`src/rtl/serial_subtractor.sv`:
```
// Bit-serial subtractor: D = A - B - Bin, one bit per clock, LSB first,
// through one full-subtractor cell and a borrow flip-flop.
//
// Ports:
//   Clk   - rising-edge clock
//   Rst   - synchronous active-high reset
//   Start - begin an operation; sampled only in IDLE
//   A, B  - minuend / subtrahend, captured when Start is accepted
//   Bin   - borrow-in, captured when Start is accepted
//   Busy  - high while in RUN or DONE
//   Done  - one-cycle pulse; D/Bout/Ovf valid from this cycle onward
//   D     - difference modulo 2^WIDTH
//   Bout  - borrow out of the MSB (A < B + Bin, unsigned)
//   Ovf   - signed overflow; built only when SERIAL_SUB_SIGNED_OVF_EN
//           is defined, otherwise tied to 0
module serial_subtractor #(
    parameter int WIDTH = 8
) (
    input  logic             Clk,
    input  logic             Rst,
    input  logic             Start,
    input  logic [WIDTH-1:0] A,
    input  logic [WIDTH-1:0] B,
    input  logic             Bin,
    output logic             Busy,
    output logic             Done,
    output logic [WIDTH-1:0] D,
    output logic             Bout,
    output logic             Ovf
);

    localparam int CW = (WIDTH > 1) ? $clog2(WIDTH) : 1;
    localparam logic [CW-1:0] LAST = CW'(WIDTH - 1);

    typedef enum logic [1:0] {
        S_IDLE,
        S_RUN,
        S_DONE
    } state_e;

    state_e           state_q, state_d;
    logic [WIDTH-1:0] a_q, a_d;
    logic [WIDTH-1:0] b_q, b_d;
    logic             w_q, w_d;
    logic [CW-1:0]    cnt_q, cnt_d;
    logic [WIDTH-1:0] res_q, res_d;
    logic [WIDTH-1:0] dout_q, dout_d;
    logic             bout_q, bout_d;
    logic             busy_q, busy_d;
    logic             done_q, done_d;

    // Full-subtractor cell on the current operand LSBs.
    logic             a_bit, b_bit;
    logic             d_bit, brw;
    logic [WIDTH-1:0] res_sh;
    logic             last;

    assign a_bit  = a_q[0];
    assign b_bit  = b_q[0];
    assign d_bit  = a_bit ^ b_bit ^ w_q;
    assign brw    = (~a_bit & b_bit) | (~(a_bit ^ b_bit) & w_q);
    // Result fills from the MSB end so bit 0 lands last in place.
    assign res_sh = {d_bit, res_q[WIDTH-1:1]};
    assign last   = (cnt_q == LAST);

    always_comb begin
        state_d = state_q;
        a_d     = a_q;
        b_d     = b_q;
        w_d     = w_q;
        cnt_d   = cnt_q;
        res_d   = res_q;
        dout_d  = dout_q;
        bout_d  = bout_q;
        unique case (state_q)
            S_IDLE: begin
                if (Start) begin
                    state_d = S_RUN;
                    a_d     = A;
                    b_d     = B;
                    w_d     = Bin;
                    cnt_d   = '0;
                    res_d   = '0;
                end
            end
            S_RUN: begin
                a_d   = a_q >> 1;
                b_d   = b_q >> 1;
                w_d   = brw;
                res_d = res_sh;
                cnt_d = cnt_q + CW'(1);
                if (last) begin
                    state_d = S_DONE;
                    dout_d  = res_sh;
                    bout_d  = brw;
                end
            end
            S_DONE: begin
                state_d = S_IDLE;
            end
            default: begin
                state_d = S_IDLE;
            end
        endcase
        busy_d = (state_d != S_IDLE);
        done_d = (state_d == S_DONE);
    end

    always_ff @(posedge Clk) begin
        if (Rst) begin
            state_q <= S_IDLE;
            a_q     <= '0;
            b_q     <= '0;
            w_q     <= 1'b0;
            cnt_q   <= '0;
            res_q   <= '0;
            dout_q  <= '0;
            bout_q  <= 1'b0;
            busy_q  <= 1'b0;
            done_q  <= 1'b0;
        end else begin
            state_q <= state_d;
            a_q     <= a_d;
            b_q     <= b_d;
            w_q     <= w_d;
            cnt_q   <= cnt_d;
            res_q   <= res_d;
            dout_q  <= dout_d;
            bout_q  <= bout_d;
            busy_q  <= busy_d;
            done_q  <= done_d;
        end
    end

    assign Busy = busy_q;
    assign Done = done_q;
    assign D    = dout_q;
    assign Bout = bout_q;

`ifdef SERIAL_SUB_SIGNED_OVF_EN
    // Signed overflow is the borrow into the MSB xor the borrow out of it;
    // on the last RUN cycle w_q is exactly the borrow into the MSB.
    logic ovf_q, ovf_d;

    always_comb begin
        ovf_d = ovf_q;
        if (state_q == S_RUN && last) begin
            ovf_d = w_q ^ brw;
        end
    end

    always_ff @(posedge Clk) begin
        if (Rst) begin
            ovf_q <= 1'b0;
        end else begin
            ovf_q <= ovf_d;
        end
    end

    assign Ovf = ovf_q;
`else
    assign Ovf = 1'b0;
`endif

endmodule

```
`config.mk`:
```
export PLATFORM = sky130hd
export DESIGN_NAME = serial_subtractor
export DESIGN_NICKNAME = d
export VERILOG_FILES = /design/src/rtl/serial_subtractor.sv
export SDC_FILE = /design/constraint.sdc
export NUM_CORES = 1
export LEC_CHECK = 0
export CORE_UTILIZATION = 25
export CTS_CLUSTER_SIZE = 28
export DETAILED_ROUTE_END_ITERATION = 12
export SYNTH_ARGS = -nofsm -noshare
export SYNTH_HDL_FRONTEND = slang
export SYNTH_SLANG_ARGS = --single-unit
```
`constraint.sdc`:
```
create_clock -name Clk -period 1.3 [get_ports Clk]
set_input_delay 0.325 -clock Clk [delete_from_list [all_inputs] [get_ports Clk]]
set_output_delay 0.325 -clock Clk [all_outputs]
set_load 0.005 [all_outputs]
```
==> results of run 1 <==
[sequential cells by signal, summed over array words and instances (netlist names), 2 cells and up]
register and flops:
a_q 8, D 8, cnt_q 3, res_q 7, b_q 8, state_q 2
[synth_stat cells, types with 2 or more instances]
master	n	area [sq um]
sky130_fd_sc_hd__ha_1	2	25.0
sky130_fd_sc_hd__nand2b_1	3	18.8
sky130_fd_sc_hd__clkbuf_1	6	22.5
sky130_fd_sc_hd__a211oi_1	13	97.6
sky130_fd_sc_hd__a221oi_1	2	17.5
sky130_fd_sc_hd__nand2_1	9	33.8
sky130_fd_sc_hd__nor3b_1	2	15.0
sky130_fd_sc_hd__a21oi_1	9	45.0
sky130_fd_sc_hd__o21ai_0	2	10.0
sky130_fd_sc_hd__nor2_1	28	105
sky130_fd_sc_hd__nand3_1	8	40.0
sky130_fd_sc_hd__dfxtp_1	40	801
sky130_fd_sc_hd__buf_2	6	30.0
sky130_fd_sc_hd__a22oi_1	11	82.6
sky130_fd_sc_hd__inv_1	5	18.8
sky130_fd_sc_hd__mux2i_1	14	140
sky130_fd_sc_hd__buf_4	2	15.0
[worst max-delay path by stage]
| stage | endpoint | slack [ns] | cells after the start |
|---|---|---|---|
| after CTS | w_q$_SDFFE_PP0P_ | 0.004 | 5 |
| after detailed placement | a_q[0]$_SDFFE_PP0P_ | -0.26 | 5 |
| after floorplan | Bout$_SDFFE_PP0P_ | 0.002 | 5 |
| after global placement | a_q[1]$_SDFFE_PP0P_ | -0.23 | 5 |
| final | w_q$_SDFFE_PP0P_ | 0.08 | 4 |
| after global routing | w_q$_SDFFE_PP0P_ | -0.0001 | 4 |
[through the flow]
stage	utilization [%]	cells	setup TNS [ns]	total power, mW
6_report	37.6	285	0	3.07
2_1_floorplan	-	172	0	1.54
5_1_grt	37.6	285	-0.000146	3.19
3_3_place_gp	34.4	276	-4.75	1.68
3_5_place_dp	34.4	276	-5.36	1.69
4_1_cts	36.9	284	0	3.08
[per-layer routing]
metal	track usage, %	wire [um]
met5	0	0
met2	17.9	1650
met3	3.85	116
met1	14.0	1610
met4	6.32	60
[layout make-up]
class / count / share of cell area, %
repair buffers: 46 / 20.7
flip-flops and latches: 40 / 35.7
inverters: 5 / 0.823
multi-input cells: 111 / 31.7
clock buffers: 5 / 3.02
well taps: 75 / 4.12
clock inverters: 3 / 3.95
[cell families after synthesis]
kind of cell / Yosys count / synth area share (%)
other: 1 / 0.232
and+or+nand+nor: 53 / 14.3
buffers and inverters: 21 / 7.29
AOI/OAI and AO/OA: 40 / 17.1
adders and majority gates: 3 / 2.79
DFF: 40 / 49.6
muxes: 14 / 8.68
[power by group]
group | switching, mW | total, mW | internal (mW)
Clock | 0.436 | 1.40 | 0.960
Sequential | 0.0346 | 1.32 | 1.29
Combinational | 0.159 | 0.349 | 0.190
Total | 0.630 | 3.07 | 2.44
[tightest hold or removal path, stage by stage, from the launching register on]
cell and delay [ns]:
sky130_fd_sc_hd__dfxtp_2 0.32, sky130_fd_sc_hd__nand2_1 0.05, sky130_fd_sc_hd__a21oi_1 0.05
[timing repair]
action                                  4_1_cts  5_1_grt
endpoints found under the setup margin       12       31
gates resized for setup                      17       12
pin swaps                                     1        4
buffers inserted                              0        1
hold endpoints to repair                      0        0
==> impl_metrics.ini, run 1 <==
[synth]
synth_area_per_cell_sq_um = 9.38
synthesis.area_sq_um = 1610
synthDistinctLibCells = 27
postSynthNetCount = 195
post_synth_inst_count = 172
synth_edf_count = 0
yosys_most_used_dff = sky130_fd_sc_hd__dfxtp_1
synth-seq-cells = 40
ys.warnings.count = 0
async_s_r_ff_share_synth_pct = 0
synth_sequential_area_ratio_pct = 49.6

[global_routing]
gr-total-overflow = 0
first_global_vias = 1278
globalRouteTotalUtil_pct = 11.5
global_route_wire_length_before_repair_mm = 5.70
grt_antenna_before_repair = 0
grt_start_max_net_pins = 29

[power_and_ir_drop]
vdd.ir_drop.worst_mv = 0.462
powerDensity_nw_per_um2 = 1350
cellLeakagePower_nw = 0.940

[place]
dpl_worst_slack_ns = -0.261
place.port_buffers = 30
post-dp-hpwl_mm = 2.42
routabilityCongestion = 0.770
placed_cell_area_sq_um = 2080

[hold_path]
min-delay-path-class = flip-flop to flip-flop
hold_path_startpoint = D[0]$_SDFFE_PP0P_
worst_hold_path_endpoint = D[0]$_SDFFE_PP0P_
min_delay_path_depth = 2

[detailed_routing]
detailroute.via_count = 1324
detail-route-antenna-nets = 0
vias_per_cell = 4.65
drc = 0
drt-wirelength-per-cell_um = 12.1
first_iter_violations = 56
drt_wl_total_mm = 3.44
dr.pass1.iters = 4

[sta]
max_freq_ghz = 0.822
fin_ws_ns = 0.0840
hold_viol_final = 0
final_max_slew_viol_count = 0
min_period_ns = 1.22
timing.final.setup_violations = 0
fin_crit_sh_pct = 93.5
finalClockSkew_ns = 0.00916
holdWs_ns = 0.453

[finish]
leading_cell_type_in_the_layout_fill_and_taps_excluded = sky130_fd_sc_hd__dfxtp_1
area_growth_pct = 41.2
multi_input_comb_area_sq_um = 723
fin_area_sq_um = 2280
most_frequent_cells_in_the_layout = 30 x sky130_fd_sc_hd__dfxtp_1, 28 x sky130_fd_sc_hd__nor2_1, 18 x sky130_fd_sc_hd__clkdlybuf4s50_1
layout-drive-gt1-share_pct = 19.0
final.fill_count = 611
diodes = 0
layout.area.seq_sq_um = 813
finish.net_count = 232

[worst_setup_path]
critPathSlowestCell = sky130_fd_sc_hd__fa_2
crit_family = adder cells
regToRegStartpoint = a_q[0]$_SDFFE_PP0P_
crit_path_cell_trace = fa_2, nand2_1, o21ai_0, a221oi_1
r2r.worst_path.cells = 4
worstPathRequired_ns = 1.49
crit_path_max_fanout = 2
cp.arrival_ns = 1.41
critical_path_buf_inv_count = 0
critical-path-max-stage-delay_ns = 0.39
crit_path_launch_type = flip-flop
rr_endpoint = w_q$_SDFFE_PP0P_
reg2reg_setup_slack_ns = 0.08
critical_path_class = flip-flop to flip-flop
worst_setup_path_end_kind = flip-flop
setup.worst_path.start = a_q[0]$_SDFFE_PP0P_

[clock_tree]
ctsHtreeMaxLevel = 2
cts_buffer_depth = 2
clk_transition_reported_paths_ns = 0.08
cts_made_buffers = 5
cts_root_buf = sky130_fd_sc_hd__clkbuf_8
clock_sinks = 40
cts_tree = done
cts-hold-fix-buffers = 0
clk-insertion-delay-late_ns = 0.29

[die]
placementRows = 28
top_level_ports = 32
die_area_sq_um = 6780
fp.dieH_um = 82.4
core_outline_area_sq_um = 6060
dieWidth_um = 82.4
start_util_pct = 26.6

[outcome]
outcome = completed

[run]
cap_violations = 0
Power figures use the tool's default switching activity.
==> inputs of run 2 (changes only) <==
==> constraint.sdc (replaced) <==
create_clock -name Clk -period 1.2 [get_ports Clk]
set_input_delay 0.3 -clock Clk [delete_from_list [all_inputs] [get_ports Clk]]
set_output_delay 0.3 -clock Clk [all_outputs]
set_load 0.005 [all_outputs]
==> run 2 against run 1 <==
Compared with the run above:
- first-iteration DRC count increased by 48%
- largest power group is now sequential cells
- clock-buffer cell count increased by 1
- via count increased by 2.3%
- design area increased by 3.8%
- critical endpoint is now Bout$_SDFFE_PP0P_
- setup slack got worse by 0.10 ns
- the flow now finishes with violations (negative setup slack)
- largest cell class is now multi-input gates
==> impl_metrics.ini, run 2 (synthesized netlist as in run 1, its figures left out) <==
[place]
placed_cell_area_sq_um = 2070
place.port_buffers = 30
routabilityCongestion = 0.723
post-dp-hpwl_mm = 2.48
dpl.cell_count = 278

[detailed_routing]
met1Wirelength_mm = 1.68
first_iter_violations = 83
wl_met3_um = 128
detail-route-antenna-nets = 0
vias_per_cell = 4.66
drt-wirelength-per-cell_um = 13.2
drc = 0
detailroute.via_count = 1355
dr.pass1.iters = 4
highest-signal-layer = met4
drt_wl_total_mm = 3.83
dr_wl_met2_mm = 1.88

[clock_tree]
cts-hold-fix-buffers = 0
cts_root_buf = sky130_fd_sc_hd__clkbuf_8
clk-insertion-delay-late_ns = 0.29
cts_made_buffers = 5
cts_tree = done
clk_transition_reported_paths_ns = 0.07
clock_sinks = 40
cts_buffer_depth = 2
ctsHtreeMaxLevel = 2

[global_routing]
grt_antenna_before_repair = 0
grt_start_max_net_pins = 29
first_global_vias = 1288
globalRouteTotalUtil_pct = 12.0
global_route_wire_length_before_repair_mm = 5.87
gr-total-overflow = 0

[worst_setup_path]
critPathSlowestCell = sky130_fd_sc_hd__fa_2
critical_path_class = flip-flop to flip-flop
worst_setup_path_end_kind = flip-flop
critical-path-max-stage-delay_ns = 0.35
crit_path_max_fanout = 2
crit_path_launch_type = flip-flop
cp.arrival_ns = 1.40
worstPathRequired_ns = 1.38
crit_path_cell_trace = inv_2, fa_2, buf_4, a311oi_2

[power_and_ir_drop]
cellLeakagePower_nw = 0.928
vdd.ir_drop.worst_mv = 0.400
sw_frac_of_total_pct = 25.1
clkPwrFrac_pct = 30.8
powerDensity_nw_per_um2 = 1140
combPwrFrac_pct = 16.1
share_seq_of_total_power_pct = 53.1
total_switching_power_uw = 680
cell_internal_pwr_mw = 2.03

[sta]
holdWs_ns = 0.451
max_freq_ghz = 0.819
finalClockSkew_ns = 0.00770
timing.final.setup_violations = 3
fin_crit_sh_pct = 102
fin_ws_ns = -0.0208
min_period_ns = 1.22
hold_viol_final = 0
final_max_slew_viol_count = 0
grt_setup_unrepaired = yes

[die]
dieWidth_um = 82.4
placementRows = 28
die_area_sq_um = 6780
start_util_pct = 26.6
fp.dieH_um = 82.4
core_outline_area_sq_um = 6060
top_level_ports = 32

[hold_path]
min-delay-path-class = flip-flop to flip-flop

[outcome]
outcome = finished, violations left
failed_checks = negative setup slack

[finish]
final_util_pct = 39.1
area_growth_pct = 46.7
fin_cells = 291
diodes = 0
most_frequent_cells_in_the_layout = 28 x sky130_fd_sc_hd__dfxtp_1, 28 x sky130_fd_sc_hd__nor2_1, 18 x sky130_fd_sc_hd__clkdlybuf4s50_1
finish.net_count = 239
layout-drive-gt1-share_pct = 31.5
fin_area_sq_um = 2370

[run]
cap_violations = 0
## run 2: changes by cell type in the layout (fill, tap and decap cells not counted), moves of 3 or more
cell	previous run	this run
sky130_fd_sc_hd__a21oi_1	9	5
sky130_fd_sc_hd__a21oi_2	0	4
sky130_fd_sc_hd__buf_6	0	4
sky130_fd_sc_hd__bufinv_16	3	0
sky130_fd_sc_hd__clkdlybuf4s15_1	0	3
sky130_fd_sc_hd__nand2_1	9	3
sky130_fd_sc_hd__nand2_2	0	5
## run 2: final cells by class
| cell class | count | area, sq um |
|---|---|---|
| inverters | 5 | 18.8 |
| repair buffers | 53 | 544 |
| well taps | 75 | 93.8 |
| fillers | 606 | 3690 |
| clock buffers | 6 | 72.6 |
| clock inverters | 1 | 5.00 |
| flip-flops and latches | 40 | 816 |
| multi-input cells | 111 | 817 |
## run 2: per-stage QoR
step           setup TNS (ns)  total power [mW]  setup WS [ns]
2_1_floorplan               0              1.67         0.0127
3_3_place_gp            -6.46              1.83         -0.283
3_5_place_dp            -7.47              1.83         -0.345
4_1_cts              -0.00613              2.68       -0.00613
5_1_grt                -0.628              2.83        -0.0790
6_report              -0.0325              2.71        -0.0208
## run 2: power groups by stage
| stage | Clock [mW] | Sequential [mW] | Combinational, mW |
|---|---|---|---|
| after floorplan | 0 | 1.45 | 0.219 |
| after global placement | 0 | 1.46 | 0.366 |
| after detailed placement | 0 | 1.46 | 0.370 |
| after CTS | 0.866 | 1.43 | 0.382 |
| after global routing | 0.912 | 1.44 | 0.478 |
| final | 0.833 | 1.44 | 0.436 |
## run 2: critical path, delay by kind of cell, from the launching register on
family | cells | cell delay (ns)
flip-flops | 1 | 0.33
AO/OA/AOI/OAI | 1 | 0.25
adder cells (fa/ha/maj) | 1 | 0.35
buffers and inverters | 2 | 0.19
## run 2: metal layers
metal / vias up / global-route usage (%)
met5: - / 0
met1: 631 / 13.3
met3: 10 / 3.08
met2: 28 / 20.2
li1: 686 / -
met4: 0 / 8.07
## run 2: path summary, 6_finish.rpt
path                                         from                 to  slack [ns]  depth (start not counted)
worst max-delay path             w_q$_SDFFE_PP0P_  Bout$_SDFFE_PP0P_       -0.02                          4
worst max register to register   w_q$_SDFFE_PP0P_  Bout$_SDFFE_PP0P_       -0.02                          4
worst min register to register  D[5]$_SDFFE_PP0P_  D[5]$_SDFFE_PP0P_        0.45                          2
worst min-delay path            D[5]$_SDFFE_PP0P_  D[5]$_SDFFE_PP0P_        0.45                          2
## run 2: what timing repair did
item                       in CTS  in global routing
pin swaps                       6                 13
gates cloned                    1                  1
setup endpoints to repair      33                 31
gates resized for setup        30                 33
buffers inserted                3                  1
